--- src/rtl/pe_cond_pkg.sv ---
// Shared defaults for the request-conditioning stage ahead of the priority encoder.
// Latency: n/a (constants only). Backpressure: n/a.
package pe_cond_pkg;

  localparam int DEF_WIDTH           = 8;
  localparam int DEF_SYNC_STAGES     = 2;
  localparam int DEF_DEBOUNCE_CYCLES = 16;
  localparam int CNT_W               = $clog2(DEF_DEBOUNCE_CYCLES);

endpackage

--- src/rtl/debounce_bit.sv ---
// One request line: synchroniser chain, stability counter, debounced level, rise pulse.
// Latency: SYNC_STAGES+DEBOUNCE_CYCLES edges from a clean step. No backpressure; ena low freezes.
module debounce_bit
  import pe_cond_pkg::*;
#(
  parameter int SYNC_STAGES     = DEF_SYNC_STAGES,
  parameter int DEBOUNCE_CYCLES = DEF_DEBOUNCE_CYCLES
) (
  input  logic clk,
  input  logic rst_n,
  input  logic ena,
  input  logic din,
  output logic deb,
  output logic rise,
  output logic rise_evt
);

  localparam int            CW      = $clog2(DEBOUNCE_CYCLES);
  localparam logic [CW-1:0] CNT_MAX = CW'(DEBOUNCE_CYCLES - 1);

  logic [SYNC_STAGES-1:0] sync_q;
  logic                   synced;
  logic [CW-1:0]          cnt;
  logic                   differ;
  logic                   accept;

  // The synchroniser free-runs so a resumed enable sees the current pin level.
  always_ff @(posedge clk or negedge rst_n) begin
    if (!rst_n) begin
      sync_q <= '0;
    end else begin
      sync_q <= {sync_q[SYNC_STAGES-2:0], din};
    end
  end

  assign synced   = sync_q[SYNC_STAGES-1];
  assign differ   = synced ^ deb;
  assign accept   = ena & differ & (cnt == CNT_MAX);
  assign rise_evt = accept & synced;

  always_ff @(posedge clk or negedge rst_n) begin
    if (!rst_n) begin
      cnt  <= '0;
      deb  <= 1'b0;
      rise <= 1'b0;
    end else begin
      rise <= rise_evt;
      if (ena) begin
        if (!differ) begin
          cnt <= '0;
        end else if (cnt == CNT_MAX) begin
          deb <= synced;
          cnt <= '0;
        end else begin
          cnt <= cnt + CW'(1);
        end
      end
    end
  end

endmodule

--- src/rtl/input_debounce_conditioner.sv ---
// Conditions WIDTH raw request lines for the priority encoder; STICKY_LATCH_EN holds presses until clr.
// Latency: SYNC_STAGES+DEBOUNCE_CYCLES edges to dout. No backpressure; ena low freezes dout/rise/latch.
module input_debounce_conditioner
  import pe_cond_pkg::*;
#(
  parameter int WIDTH           = DEF_WIDTH,
  parameter int SYNC_STAGES     = DEF_SYNC_STAGES,
  parameter int DEBOUNCE_CYCLES = DEF_DEBOUNCE_CYCLES
) (
  input  logic             clk,
  input  logic             rst_n,
  input  logic             ena,
  input  logic [WIDTH-1:0] din,
  input  logic             clr,
  output logic [WIDTH-1:0] dout,
  output logic [WIDTH-1:0] rise,
  output logic             any_active
);

  logic [WIDTH-1:0] deb;
  logic [WIDTH-1:0] rise_evt;

  for (genvar i = 0; i < WIDTH; i++) begin : g_bit
    debounce_bit #(
      .SYNC_STAGES    (SYNC_STAGES),
      .DEBOUNCE_CYCLES(DEBOUNCE_CYCLES)
    ) u_bit (
      .clk     (clk),
      .rst_n   (rst_n),
      .ena     (ena),
      .din     (din[i]),
      .deb     (deb[i]),
      .rise    (rise[i]),
      .rise_evt(rise_evt[i])
    );
  end

`ifdef STICKY_LATCH_EN
  logic [WIDTH-1:0] latch_q;
  logic             unused_deb;

  // A new press sets its bit even if clr arrives in the same cycle.
  always_ff @(posedge clk or negedge rst_n) begin
    if (!rst_n) begin
      latch_q <= '0;
    end else if (ena) begin
      latch_q <= (latch_q & ~{WIDTH{clr}}) | rise_evt;
    end
  end

  assign dout       = latch_q;
  assign unused_deb = ^deb;
`else
  logic unused_sticky;

  assign dout          = deb;
  assign unused_sticky = ^{clr, rise_evt};
`endif

  assign any_active = |dout;

endmodule

--- config.mk ---
export PLATFORM = sky130hd
export DESIGN_NAME = input_debounce_conditioner
export DESIGN_NICKNAME = d
export VERILOG_FILES = /design/src/rtl/pe_cond_pkg.sv /design/src/rtl/debounce_bit.sv /design/src/rtl/input_debounce_conditioner.sv
export SDC_FILE = /design/constraint.sdc
export NUM_CORES = 1
export LEC_CHECK = 0
export BUFFER_PORTS_ARGS = -buffer_cell sky130_fd_sc_hd__buf_2
export CORE_MARGIN = 5
export CORE_UTILIZATION = 41
export CTS_BUF_LIST = sky130_fd_sc_hd__clkbuf_4
export CTS_CLUSTER_SIZE = 12
export DETAILED_ROUTE_END_ITERATION = 12
export GPL_TIMING_DRIVEN = 0
export PLACE_DENSITY_LB_ADDON = 0.25
export SLEW_MARGIN = 20
export SYNTH_ARGS = -nofsm -noshare
export SYNTH_HDL_FRONTEND = slang
export SYNTH_SLANG_ARGS = --single-unit
--- constraint.sdc ---
create_clock -name clk -period 1.5 [get_ports clk]
set_input_delay 0.15 -clock clk [delete_from_list [all_inputs] [get_ports clk]]
set_output_delay 0.15 -clock clk [all_outputs]
set_load 0.01 [all_outputs]
==> flow_metrics.py <==
metrics = {
    "logic_synthesis": {
        "synth.net_count": 284,
        "yosysSeqAreaShare_pct": 54.2,
        "ys_types": 30,
        "syn_inst": 264,
        "yosys_warnings": 0,
        "postSynthRegisterBits": 64,
        "average_instance_area_after_synthesis_um2": 11.2,
        "post_synth_instance_area_um2": 2960,
    },
    "grt": {
        "initial_antenna_violation_count": 0,
        "grt.overflow.total": 0,
        "gr-usage-all-layers_pct": 14.7,
        "grt_pass1_wl_um": 10100,
        "grt_pass1_vias": 2190,
        "grt_start_max_net_pins": 45,
    },
    "critical_path": {
        "worst_r2r_endpoint": "g_bit[3].u_bit.cnt[0]",
        "critPathArrivalTime_ps": 1390,
        "r2r.worst_path.cells": 4,
        "crit_type": "reg -> out",
        "timing.critical_path.from": "g_bit[2].u_bit.deb",
        "worstPathMaxFanout": 5,
        "critical_path.startpoint_type": "register",
        "reg2reg_slack_ps": 220,
        "timing.rr.start": "g_bit[3].u_bit.deb",
        "critPathCaptureType": "primary output",
        "critical_path_required_ps": 1350,
    },
    "clocking": {
        "clk_root_buffer_cell": "sky130_fd_sc_hd__clkbuf_4",
        "insertion_delay_ps": 400,
        "clock-sinks": 64,
        "clk_path_buf_depth": 2,
        "cts_h_tree_depth": 3,
        "clkSlewWorstSetupHoldPaths_ps": 100,
        "cts-buffers-inserted": 9,
        "cts_tree": "done",
    },
    "floorplanning": {
        "core.rowCount": 31,
        "floorplan.die.width_um": 94.9,
        "io-pin-count": 29,
        "die_h_um": 94.9,
        "coreArea_um2": 7140,
        "fp.dieArea_um2": 9010,
        "effective_utilization_at_floorplan_pct": 41.4,
    },
    "run_status": {
        "run_status": "finished with violations",
        "failed_checks": "negative setup slack",
    },
    "placed_design": {
        "gp_congestion": 0.760,
        "buffer_ports.inserted": 27,
        "detailed_place_hpwl_um": 3830,
        "placement.cell_area_um2": 3240,
        "preCtsSetupSlack_ps": 125,
    },
    "timing": {
        "report.final.setup_viol": 1,
        "period_share_pct": 102,
        "clock.fmax_mhz": 651,
        "finalCriticalPeriod_ps": 1540,
        "finalWorstSetupSlack_ps": -35.4,
        "max_slew_headroom_pct": 59.7,
        "grt_setup_unrepaired": "yes",
        "drv_slew": 0,
        "finalHoldViolCount": 0,
        "clock-skew-final_ps": 11.8,
        "worstMarginPinSlew_ps": 604,
    },
    "min_path": {
        "timing.hold.worst.start": "ena",
        "worst_hold_path.num_cells": 3,
        "hp-class": "in -> reg",
        "hold_end": "g_bit[6].u_bit.rise",
    },
    "detailed_routing": {
        "detailedRoute.firstIterationViolations": 50,
        "detail_routed_net_length_per_standard_cell_um": 13.8,
        "detailroute.via_count": 2115,
        "route.antenna.remaining_nets": 0,
        "via_per_inst": 5.08,
        "dr.pass1.iters": 4,
        "routed_wirelength_um": 5750,
        "drc_viols": 0,
    },
    "power": {
        "seq_power_share_pct": 59.7,
        "power.static_leakage_nw": 1.66,
        "vdd_ir_drop_max_mv": 0.536,
        "share_clk_of_total_power_pct": 29.0,
        "power_density_nw_per_um2": 937,
        "switching_share_pct": 27.1,
        "power_switching_mw": 0.879,
        "combPwrFrac_pct": 11.3,
        "power_report.internal_total_mw": 2.37,
    },
    "final_layout": {
        "area_delta_synth_final_pct": 17.3,
        "drive_above_1_share_pct": 23.7,
        "final_net_count": 334,
        "fin_area_um2": 3470,
        "antenna_cells": 0,
    },
    "job": {
        "max_cap_violations": 0,
    },
}
-- flip-flops by register name, summed over array words and instances, names as in the netlist --
signal / cells
g_bit.u_bit.rise: 8
g_bit.u_bit.cnt: 32
g_bit.u_bit.deb: 8
g_bit.u_bit.sync_q: 16
-- Yosys cell counts, drive strengths merged --
| master | n | area, µm² |
|---|---|---|
| nand2 | 4 | 15.0 |
| o2bb2ai | 1 | 8.76 |
| a21oi | 6 | 30.0 |
| nor4 | 2 | 12.5 |
| nand4 | 14 | 87.6 |
| nand2b | 8 | 50.1 |
| buf | 23 | 158 |
| o21ai | 13 | 65.1 |
| o22ai | 6 | 37.5 |
| nor3b | 8 | 60.1 |
| nand3 | 34 | 170 |
| xnor2 | 3 | 26.3 |
| dfrtp | 64 | 1600 |
| and4b | 6 | 60.1 |
| o2111ai | 6 | 52.6 |
| a21boi | 7 | 52.6 |
| xor2 | 6 | 75.1 |
| mux2i | 8 | 80.1 |
| o21a | 1 | 7.51 |
| inv | 24 | 90.1 |
| mux2 | 8 | 90.1 |
| ha | 8 | 100 |
| clkbuf | 1 | 3.75 |
| nand3b | 2 | 15.0 |
| nor2b | 1 | 6.26 |
-- per-stage QoR --
stage / hold WS (ps) / cells / util, % / power, mW / TNS [ps]
CTS: 73.3 / 416 / 48.6 / 3.31 / -81.5
global placement: 257 / 390 / 45.0 / 2.30 / -167
finish: 90.5 / 416 / 48.6 / 3.25 / -35.4
detailed placement: 63.6 / 391 / 45.5 / 2.33 / 0
floorplan: -146 / 264 / - / 2.18 / 0
global route: 95.4 / 416 / 48.6 / 3.44 / -134
-- cells by family after synthesis --
| family | count (synthesis) | share of synthesized area [%] |
|---|---|---|
| adders and majority gates | 8 | 3.39 |
| muxes | 16 | 5.76 |
| DFF | 64 | 54.2 |
| xor gates and xnor gates | 9 | 3.43 |
| and+or+nand+nor | 79 | 16.1 |
| AOI/OAI and AO/OA | 40 | 8.59 |
| buffers and inverters | 48 | 8.51 |
-- worst max path at each step --
stage / depth (start not counted) / end / slack, ps
final: 3 / any_active / -40
after floorplan: 3 / g_bit[0].u_bit.deb / 330
after CTS: 3 / any_active / -80
after detailed placement: 3 / any_active / 130
after global routing: 3 / any_active / -130
after global placement: 1 / g_bit[7].u_bit.cnt[3] / -6
-- metal layers --
metal,track usage [%],up-vias,share of wire (%)
met5,0,-,0
li1,-,1025,-
met2,25.7,26,51
met4,5.29,0,2.2
met1,16.8,1051,43
met3,4.78,13,3.3
-- power groups by stage --
stage | clock [mW] | combinational (mW) | sequential [mW]
floorplan | 0 | 0.236 | 1.95
global placement | 0 | 0.333 | 1.97
detailed placement | 0 | 0.355 | 1.97
CTS | 0.996 | 0.374 | 1.94
global route | 1.06 | 0.424 | 1.96
finish | 0.943 | 0.366 | 1.94
-- critical path: stages (launching register included) --
cell and delay, ps:
sky130_fd_sc_hd__dfrtp_1 470, sky130_fd_sc_hd__nor4_1 290, sky130_fd_sc_hd__nand2_1 80, sky130_fd_sc_hd__buf_2 140
-- placed cells by master (no fill, tap or decap), drive strengths merged --
master       count
nand3           34
a21boi           7
o2bb2ai          1
mux2i            8
buf             53
nor4             2
nand2            4
and4b            6
nand4           14
inv             24
o22ai            6
nand3b           2
nor2b            1
clkinv           2
a21oi            6
o21ai           13
dfrtp           64
nand2b           8
mux2             8
ha               8
nor3b            8
clkbuf          13
xor2             6
o2111ai          6
xnor2            3
dlygate4sd3      9
o21a             1
-- timing repair --
item                                   CTS  global route
gates resized for setup                  5             0
setup endpoints to repair                1             1
endpoints found under the hold margin   72             0
setup buffers                            2             0
hold buffers                             9             0
pin swaps                                2             1
-- cell type report --
cell class,count,area [µm²]
fillers,691,3670
well taps,99,124
plain buffers,24,161
multi-input cells,152,1120
inverters,24,90.1
repair buffers,39,270
flip-flops and latches,64,1610
clock inverters,2,8.76
clock buffers,12,90.1
(Power assumes the default switching activity.)
